**src/rtl/simple_rsp_pkg.sv**
```systemverilog
// Shared types and constants for the simple_rsp responder.
package simple_rsp_pkg;

  typedef enum logic [1:0] {
    IDLE,
    WAIT,
    ACK,
    RELEASE
  } rsp_state_e;

  localparam int ACK_LAT_W = 4;
  localparam int STATS_W   = 32;

endpackage

```
**src/rtl/simple_rsp_if.sv**
```systemverilog
// Request/ack/data bus plus FIFO drain port. The master is the initiator/consumer side.
// Handshakes: req is a level held (with data stable) until ack is seen; ack is a one-cycle
// pulse; a word leaves the drain port on any rising edge where out_valid & out_ready.
interface simple_rsp_if #(
  parameter int DATA_W = 8,
  parameter int DEPTH  = 4
);
  localparam int LVL_W = $clog2(DEPTH) + 1;

  logic              req;
  logic [DATA_W-1:0] data;
  logic              ack;
  logic              out_valid;
  logic [DATA_W-1:0] out_data;
  logic              out_ready;
  logic [LVL_W-1:0]  level;

  modport master (
    output req, data, out_ready,
    input  ack, out_valid, out_data, level
  );

  modport slave (
    input  req, data, out_ready,
    output ack, out_valid, out_data, level
  );
endinterface

```
**src/rtl/simple_rsp_fifo.sv**
```systemverilog
// Power-of-two FIFO with a combinational head read and an occupancy count.
module simple_rsp_fifo #(
  parameter int DATA_W = 8,
  parameter int DEPTH  = 4,
  parameter int LVL_W  = $clog2(DEPTH) + 1
) (
  input  logic              clk,
  input  logic              rst_n,
  input  logic              push,
  input  logic [DATA_W-1:0] wr_data,
  input  logic              pop,
  output logic [DATA_W-1:0] rd_data,
  output logic              full,
  output logic              empty,
  output logic [LVL_W-1:0]  level
);
  localparam int PTR_W = $clog2(DEPTH);

  logic [DATA_W-1:0] mem [DEPTH];
  logic [PTR_W-1:0]  wr_ptr;
  logic [PTR_W-1:0]  rd_ptr;
  logic [LVL_W-1:0]  count;
  logic              do_push;
  logic              do_pop;

  assign empty   = (count == '0);
  assign full    = (count == LVL_W'(DEPTH));
  assign level   = count;
  // A pop in the same cycle frees the slot, so a push at full is still accepted.
  assign do_pop  = pop && !empty;
  assign do_push = push && (!full || do_pop);
  assign rd_data = empty ? '0 : mem[rd_ptr];

  always_ff @(posedge clk) begin
    if (do_push) mem[wr_ptr] <= wr_data;
  end

  always_ff @(posedge clk or negedge rst_n) begin
    if (!rst_n) begin
      wr_ptr <= '0;
      rd_ptr <= '0;
      count  <= '0;
    end else begin
      if (do_push) wr_ptr <= wr_ptr + 1'b1;
      if (do_pop)  rd_ptr <= rd_ptr + 1'b1;
      case ({do_push, do_pop})
        2'b10:   count <= count + 1'b1;
        2'b01:   count <= count - 1'b1;
        default: count <= count;
      endcase
    end
  end
endmodule

```
**src/rtl/simple_rsp.sv**
```systemverilog
// Responder for the req/ack/data protocol: programmable ack latency, FIFO-buffered drain port.
// Define SIMPLE_RSP_STATS_EN to add the xfer_count/stall_count outputs.
module simple_rsp
  import simple_rsp_pkg::*;
#(
  parameter int DATA_W      = 8,
  parameter int DEPTH       = 4,
  parameter int ACK_LATENCY = 0
) (
  input  logic       clk,
  input  logic       rst_n,
  simple_rsp_if.slave bus,
  output rsp_state_e dbg_state
`ifdef SIMPLE_RSP_STATS_EN
  ,
  output logic [STATS_W-1:0] xfer_count,
  output logic [STATS_W-1:0] stall_count
`endif
);
  localparam int LVL_W = $clog2(DEPTH) + 1;
  localparam logic [ACK_LAT_W-1:0] LAT_INIT = ACK_LAT_W'(ACK_LATENCY);

  rsp_state_e           state;
  rsp_state_e           state_n;
  logic [ACK_LAT_W-1:0] cnt;
  logic [ACK_LAT_W-1:0] cnt_n;
  logic                 push;
  logic                 full;
  logic                 empty;

  always_ff @(posedge clk or negedge rst_n) begin
    if (!rst_n) begin
      state <= IDLE;
      cnt   <= '0;
    end else begin
      state <= state_n;
      cnt   <= cnt_n;
    end
  end

  // Full is only checked in WAIT; pops before the write can only add space.
  always_comb begin
    state_n = state;
    cnt_n   = cnt;
    push    = 1'b0;
    case (state)
      IDLE: begin
        if (bus.req) begin
          cnt_n   = LAT_INIT;
          state_n = WAIT;
        end
      end
      WAIT: begin
        if (!bus.req)        state_n = IDLE;
        else if (cnt != '0)  cnt_n   = cnt - 1'b1;
        else if (!full)      state_n = ACK;
      end
      ACK: begin
        push    = 1'b1;
        state_n = RELEASE;
      end
      RELEASE: begin
        if (!bus.req) state_n = IDLE;
      end
      default: state_n = IDLE;
    endcase
  end

  assign bus.ack       = (state == ACK);
  assign bus.out_valid = !empty;
  assign dbg_state     = state;

  simple_rsp_fifo #(
    .DATA_W(DATA_W),
    .DEPTH (DEPTH),
    .LVL_W (LVL_W)
  ) u_fifo (
    .clk    (clk),
    .rst_n  (rst_n),
    .push   (push),
    .wr_data(bus.data),
    .pop    (bus.out_ready),
    .rd_data(bus.out_data),
    .full   (full),
    .empty  (empty),
    .level  (bus.level)
  );

`ifdef SIMPLE_RSP_STATS_EN
  always_ff @(posedge clk or negedge rst_n) begin
    if (!rst_n) begin
      xfer_count  <= '0;
      stall_count <= '0;
    end else begin
      if (state == ACK) xfer_count <= xfer_count + 1'b1;
      if (state == WAIT && cnt == '0 && full) stall_count <= stall_count + 1'b1;
    end
  end
`endif

`ifndef SYNTHESIS
  a_req_held_in_wait: assert property (@(posedge clk) disable iff (!rst_n)
    (state == WAIT) |-> bus.req);
  a_data_stable: assert property (@(posedge clk) disable iff (!rst_n)
    (state == WAIT || state == ACK) |-> $stable(bus.data));
  a_level_bound: assert property (@(posedge clk) disable iff (!rst_n)
    bus.level <= LVL_W'(DEPTH));
`endif
endmodule

```
**src/flat_wrapper.sv**
```systemverilog
// flat-port wrapper written by rule: the top's interface ports become plain ports
module simple_rsp_flat import simple_rsp_pkg::*;
#(
  parameter int DATA_W      = 8,
  parameter int DEPTH       = 4,
  parameter int ACK_LATENCY = 0
)
  (clk, rst_n, dbg_state, bus_req, bus_data, bus_out_ready, bus_ack, bus_out_valid, bus_out_data, bus_level);
  simple_rsp_if #(.DATA_W(DATA_W), .DEPTH(DEPTH)) bus_i ();
  input  logic clk;
  input  logic rst_n;
  output rsp_state_e dbg_state;
  input wire logic [$bits(bus_i.req)-1:0] bus_req;
  input wire logic [$bits(bus_i.data)-1:0] bus_data;
  input wire logic [$bits(bus_i.out_ready)-1:0] bus_out_ready;
  output wire logic [$bits(bus_i.ack)-1:0] bus_ack;
  output wire logic [$bits(bus_i.out_valid)-1:0] bus_out_valid;
  output wire logic [$bits(bus_i.out_data)-1:0] bus_out_data;
  output wire logic [$bits(bus_i.level)-1:0] bus_level;
  assign bus_i.req = bus_req;
  assign bus_i.data = bus_data;
  assign bus_i.out_ready = bus_out_ready;
  assign bus_ack = bus_i.ack;
  assign bus_out_valid = bus_i.out_valid;
  assign bus_out_data = bus_i.out_data;
  assign bus_level = bus_i.level;
  simple_rsp #(.DATA_W(DATA_W), .DEPTH(DEPTH), .ACK_LATENCY(ACK_LATENCY)) u_core (.clk(clk), .rst_n(rst_n), .bus(bus_i), .dbg_state(dbg_state));
endmodule
```
**config.mk**
```make
export PLATFORM = sky130hd
export DESIGN_NAME = simple_rsp_flat
export DESIGN_NICKNAME = d
export VERILOG_FILES = /design/src/rtl/simple_rsp_pkg.sv /design/src/rtl/simple_rsp_if.sv /design/src/rtl/simple_rsp_fifo.sv /design/src/rtl/simple_rsp.sv /design/src/flat_wrapper.sv
export SDC_FILE = /design/constraint.sdc
export NUM_CORES = 1
export LEC_CHECK = 0
export CAP_MARGIN = 5
export CELL_PAD_IN_SITES_DETAIL_PLACEMENT = 1
export CELL_PAD_IN_SITES_GLOBAL_PLACEMENT = 1
export CORE_UTILIZATION = 48
export CTS_CLUSTER_SIZE = 14
export DETAILED_ROUTE_END_ITERATION = 10
export HOLD_SLACK_MARGIN = 0.1
export PLACE_DENSITY = 0.89
export REMOVE_ABC_BUFFERS = 1
export SYNTH_ARGS = -nofsm -noshare
export SYNTH_HDL_FRONTEND = slang
export SYNTH_SLANG_ARGS = --single-unit
```
**constraint.sdc**
```tcl
create_clock -name clk -period 4.35 [get_ports clk]
set_input_delay 0.87 -clock clk [delete_from_list [all_inputs] [get_ports clk]]
set_output_delay 0.87 -clock clk [all_outputs]
set_load 0.05 [all_outputs]
```
==> After elaboration in Yosys (flattened, before gate mapping) <==
Memories as Yosys holds them, arrays and structs flattened.
Index checks and enable logic that the tools add are counted.
{ "op_classes": {"reduce_logical": 12, "add_sub_neg": 5, "mux": 15, "eq_ne": 12} }
{ "op_table": {"columns": ["operator", "count"], "rows": [
  ["two-way mux 4 bit", 3],
  ["two-way mux 2 bit", 5],
  ["two-way mux 8 bit", 1],
  ["case mux 2 bit (4 select lines)", 1],
  ["case mux 4 bit (2 select lines)", 1],
  ["AND reduction 4 bit", 2],
  ["== test 2 bit (second input constant)", 3],
  ["inequality test 2 bit (second input constant)", 3],
  ["inequality test 3 bit (second input constant)", 2],
  ["case mux 3 bit (2 select lines)", 1],
  ["adder 2 x 1 -> 2 bit (second input constant)", 2],
  ["== test 2 x 1 -> 1 bit (second input constant)", 2],
  ["nonzero test 2 bit", 2],
  ["nonzero test 4 bit", 1],
  ["subtractor 4 x 1 -> 4 bit (second input constant)", 1],
  ["adder 3 x 1 -> 3 bit (second input constant)", 1],
  ["== test 3 bit (second input constant)", 1],
  ["zero test 3 bit", 1],
  ["two-way mux 1 bit", 3],
  ["subtractor 3 x 1 -> 3 bit (second input constant)", 1],
  ["logical AND 1 bit", 2],
  ["zero test 1 bit", 2],
  ["zero test 2 bit", 1],
  ["inequality test 2 x 1 -> 1 bit (second input constant)", 1],
  ["logical OR 1 bit", 1]
]} }
{ "totals": {"register_bits": 13, "mem_count": 1, "input_bits": 12, "ram_bits": 32, "output_inout_bits": 15, "wordCells": 50} }
{ "memory_table": {"columns": ["name", "depth", "width", "read_ports", "rd_ports_with_merged_regs", "wr", "line_no", "rtl"], "rows": [
  ["u_core.u_fifo.mem", 4, 8, 1, 0, 1, "simple_rsp_fifo.sv:19", "logic [DATA_W-1:0] mem [DEPTH];"]
]} }

==> Depth between registers and ports, before layout <==
{ "logic_depth": {"word_depth": 7, "mapped_depth": 10, "ltp_nobuf": 9} }

==> By module <==
Synthesis repeated with hierarchy kept, for this count alone.
{ "hier_totals": {"hier_cells": 126, "hier_area_um2": 2000.7} }
{ "modules_own_cells": {"columns": ["mod", "area_per_inst_um2", "instances", "cells_each"], "rows": [
  ["simple_rsp_fifo", 1645.3, 1, 90],
  ["simple_rsp", 355.3, 1, 36]
]} }

==> Worst setup path after synthesis <==
OpenSTA, ideal clock, no wires.
{ "synth_timing": {"path_kind": "register to register", "from": "reg u_core.state[0] (netlist: u_core.dbg_state[0])", "to": "reg u_core.u_fifo.count[2] (netlist: u_core.u_fifo.level[2])", "stages_incl_launch_ff": 11, "setup_time_ps": 144, "arrival_ps": 2626, "path_slack_ps": 1580, "required_time_ps": 4206, "path_cell_list": "dfrtp_1 > buf_2 > nor2b_1 > o21a_4 > inv_1 > ha_1 > inv_1 > fa_1 > xor2_1 > nor2_1 > xor2_1"} }
{ "synth_between": {"elab_chain_cells": 5, "elab_cells_between_ends": 7} }
{ "synth_lines": {"columns": ["element", "line_no", "rtl"], "rows": [
  ["start, declared", "simple_rsp.sv:23", "rsp_state_e state;"],
  ["start signal, assigned", "simple_rsp.sv:36", "state <= state_n;"],
  ["== test 2 bit *", null, null],
  ["named net bus_ack", "flat_wrapper.sv:16", "output wire logic [$bits(bus_i.ack)-1:0] bus_ack;"],
  ["two-way mux 1 bit *", "simple_rsp.sv:46", "case (state)"],
  ["logical AND 1 bit *", "simple_rsp_fifo.sv:31", "assign do_push = push && (!full || do_pop);"],
  ["== test 2 x 1 -> 1 bit / == test 2 bit (equally long branches)", "simple_rsp_fifo.sv:46", "case ({do_push, do_pop})"],
  ["case mux 3 bit (2 select lines) / nonzero test 2 bit (equally long branches)", null, null],
  ["end signal, assigned", "simple_rsp_fifo.sv:47", "2'b10: count <= count + 1'b1;"],
  ["end signal, assigned", "simple_rsp_fifo.sv:48", "2'b01: count <= count - 1'b1;"],
  ["end signal, assigned", "simple_rsp_fifo.sv:49", "default: count <= count;"],
  ["end, declared", "simple_rsp_fifo.sv:22", "logic [LVL_W-1:0] count;"]
]} }
The timed path passes the listed nets; every way through them passes the cells marked *.
A chain may end at the register's enable or synchronous reset.

==> Worst setup path in the final report <==
{ "layout_timing": {"from": "reg u_core.u_fifo.rd_ptr[0]", "to": "out bus_out_data[3]"} }
{ "layout_between": {"elab_chain_cells": 2} }
{ "layout_lines": {"columns": ["element", "line_no", "rtl"], "rows": [
  ["start, declared", "simple_rsp_fifo.sv:21", "logic [PTR_W-1:0] rd_ptr;"],
  ["start signal, assigned", "simple_rsp_fifo.sv:45", "if (do_pop) rd_ptr <= rd_ptr + 1'b1;"],
  ["memory (4 x 8 bit)", null, null],
  ["two-way mux 8 bit", "simple_rsp_fifo.sv:32", "assign rd_data = empty ? '0 : mem[rd_ptr];"],
  ["end, declared", "flat_wrapper.sv:18", "output wire logic [$bits(bus_i.out_data)-1:0] bus_out_data;"]
]} }
Every way passes these cells.

==> summary.txt <==
STA
  • Unrepaired setup endpoints after global routing: no
  • Max-slew headroom: 0.581
  • Min Hold Slack: approximately 0.54 ns
  • Worst Skew: roughly 0.006 ns
  • Slew Limit Fails: 0
  • Fmax: approximately 300 MHz
  • Final setup viols: 0
  • Final hold violations: 0
  • Tcrit/Tclk final: 0.771
  • Measured slew at the worst slew-check pin: 0.626 ns
  • Post-Route Setup TNS: 0 ns
  • Min Tclk post-route: ~3.4 ns
  • Worst setup margin: about 0.99 ns

Power and ir drop
  • Sw frac: 0.418
  • Psw: 0.788 mW
  • Maximum VDD drop: about 0.31 mV
  • Internal: between 1 and 1.5 mW
  • Leakage: 0.877 nW
  • Pwr Density: between 700 and 800 mW/mm2
  • Part of the power in the clock network: 0.159
  • Comb power frac: 0.484
  • Register share of total power: 0.357

Logic synthesis
  • Count of unique library cells instantiated by Yosys: 32
  • Synth area leader: edfxtp_1
  • Top-area cell type share of the netlist area: 0.483
  • Yosys reg bits: between 40 and 50
  • Synth Area per Inst: about 16 um2
  • Cell Area, Synth: between 0.0015 and 0.002 mm2
  • YS warnings: 0
  • Register area share after synthesis: 0.647
  • Mapped Cells: 126
  • Synth area leaders: edfxtp_1 (48%), dfrtp_1 (16%), mux4_2 (9.1%)

Drt
  • Remaining DRCs: 0
  • Pre-Repair DR Iteration Count: 4
  • DRT antenna net count: 0
  • WL per Instance: 20.1 um
  • Initial DRC count: 63
  • Vias per inst: ~5.5
  • Via Count: 1129
  • WL final: ~4.1 mm

Worst setup path
  • CP max-delay cell: dfrtp_1
  • Worst EP required: 3.48 ns
  • CP Capture Type: output pin
  • CP peak stage delay: ~0.73 ns
  • CP Max Fanout: 10
  • Worst setup SP type: flip-flop
  • CP cell instances: mux4_2, and2_1, clkdlybuf4s50_1
  • WS Path Type: reg2out
  • WP data arrival: around 2.5 ns

Hold path
  • Hold Crit Class: reg2reg

Global routing
  • First-pass GRT wire length: between 6 and 7 mm
  • Antenna violations before repair: 0
  • Largest net degree at the start of global routing: 14
  • Tot GR Track Use: 0.218
  • Vias in the first global route: between 1000 and 1500
  • Grt ovf: 0

Die
  • IO Pins: 27
  • Die height: about 66 um
  • Area of the core: about 0.0040 mm2
  • Initial Utilization: 0.497
  • Die Area: around 0.0044 mm2
  • Die Span X: roughly 66 um
  • FP Rows: 23

Clock tree
  • Hold-fix buffers, CTS: 0
  • Cts bufs inserted: 5
  • Max clock buf depth: 2
  • CTS tree: built
  • Post-CTS setup buffers: 0
  • H-tree lvl count: 2
  • Worst-path clk slew: approximately 0.080 ns
  • Clk sinks: 45
  • CTS resizes: 0
  • Skew-Pair Late Insertion Delay: around 0.29 ns
  • CTS root buf: clkbuf_8

Cells and area
  • Fill cells: around 370
  • # diodes: 0
  • Layout cell share with drive strength beyond 1: 0.147
  • Synth-to-Final Area Change: 20.6%
  • Final #Nets: between 150 and 200

Placement
  • Port Buffers: 26
  • Post-place setup slack: 1.27 ns
  • Post-DP HPWL: between 2 and 3 mm
  • Gpl congestion: just under 0.9

Flow run
  • Max-cap violations: 0

Run status
  • Status: finished, final reports clean
cell type report:
type | instances | area (um2) | area share
multi-input cells | 67 | 647 | 0.270
repair buffers | 26 | 260 | 0.108
flip-flops and latches | 45 | 1290 | 0.536
well taps | 50 | 62.6 | 0.0261
clock buffers | 6 | 72.6 | 0.0302
clock inverters | 2 | 33.8 | 0.0141
inverters | 10 | 37.5 | 0.0156
cell usage in the layout (no fill, tap or decap), drive strengths merged:
cell type,instances
inv,10
nor2,2
mux2i,1
or3b,2
o21ai,3
and2,13
clkbuf,6
o21a,1
mux4,8
bufinv,1
nand2,1
clkdlybuf4s50,26
a21oi,2
nor3b,1
edfxtp,32
nand3,3
nand4,2
nor2b,3
xnor2,3
ha,7
a31oi,3
nor4,1
o31a,1
clkinv,1
o211ai,2
dfrtp,13
fa,1
xor2,3
mux2,1
or4,1
or3,1
nand2b,1
kinds of logic (layout without fill, tap and decap cells):
| group | count (synthesis) | after routing | synth area share |
|---|---|---|---|
| flip-flops | 45 | 45 | 0.647 |
| AND/OR/NAND/NOR | 31 | 31 | 0.100 |
| adder cells (fa/ha/maj) | 8 | 8 | 0.0541 |
| multiplexers | 10 | 10 | 0.103 |
| buffers and inverters | 14 | 44 | 0.0283 |
| AO/OA/AOI/OAI | 12 | 12 | 0.0415 |
| XOR/XNOR | 6 | 6 | 0.0264 |
per-layer routing:
metal / GRT usage / up-vias / share of wire
li1: - / 523 / -
met1: 0.241 / 583 / 0.39
met2: 0.385 / 17 / 0.56
met3: 0.0603 / 6 / 0.026
met4: 0.104 / 0 / 0.015
met5: 0 / - / 0
sequential cells by signal, indices dropped and copies added (netlist names), named ones only:
| register | flops |
|---|---|
| u_core.u_fifo.mem | 32 |
| u_core.cnt | 4 |
| u_core.u_fifo.level | 3 |
| u_core.u_fifo.rd_ptr | 2 |
| u_core.u_fifo.wr_ptr | 2 |
| u_core.dbg_state | 1 |
worst paths after layout:
| kind | slack (ns) | from | cells after the start | end |
|---|---|---|---|---|
| hold reg to reg | 0.54 | u_core.u_fifo.level[2] | 1 | u_core.u_fifo.level[2] |
| setup reg to reg | 2.02 | u_core.u_fifo.level[0] | 9 | u_core.u_fifo.level[2] |
| max in group asynchronous | 2.99 | rst_n | 1 | u_core.u_fifo.wr_ptr[1] |
| min in group asynchronous | 0.95 | rst_n | 1 | u_core.u_fifo.level[0] |
| setup / recovery | 0.99 | u_core.u_fifo.rd_ptr[0] | 3 | bus_out_data[3] |
| hold / removal | 0.54 | u_core.u_fifo.level[2] | 1 | u_core.u_fifo.level[2] |
cells in the mapped netlist:
master    instances
edfxtp_1         32
dfrtp_1          13
inv_1            10
and2_1            9
mux4_2            8
ha_1              7
and2_2            4
a31oi_1           3
buf_2             3
nand3_1           3
nor2b_1           3
o21ai_0           3
xnor2_1           3
xor2_1            3
a21oi_1           2
nand4_1           2
nor2_1            2
o211ai_1          2
clkbuf_1          1
fa_1              1
mux2_4            1
mux2i_1           1
nand2_1           1
nand2b_1          1
nor3b_1           1
nor4_1            1
o21a_4            1
o31a_1            1
or3_2             1
or3b_2            1
or3b_4            1
or4_1             1
critical path, delay by kind of cell (launching register included):
| kind | cells | cell delay (ns) |
|---|---|---|
| buf+inv | 1 | 0.70 |
| flops | 1 | 0.73 |
| mux | 1 | 0.58 |
| simple gates | 1 | 0.17 |
power groups by stage:
| stage | clock (mW) | combinational (mW) | sequential (mW) |
|---|---|---|---|
| after floorplan | 0 | 0.574 | 0.725 |
| after global placement | 0 | 0.867 | 0.668 |
| after detailed placement | 0 | 0.915 | 0.682 |
| after CTS | 0.307 | 0.925 | 0.676 |
| after global routing | 0.323 | 0.972 | 0.693 |
| final | 0.300 | 0.913 | 0.674 |
per-stage QoR:
| stage | instances | utilization | cell area [um2] | power (mW) |
|---|---|---|---|---|
| 2_1_floorplan | 122 | - | 1970 | 1.30 |
| 3_3_place_gp | 198 | 0.573 | 2290 | 1.53 |
| 3_5_place_dp | 198 | 0.573 | 2290 | 1.60 |
| 4_1_cts | 206 | 0.600 | 2400 | 1.91 |
| 5_1_grt | 206 | 0.600 | 2400 | 1.99 |
| 6_report | 206 | 0.600 | 2400 | 1.89 |
Note: power is estimated with default switching activity, not from simulation.
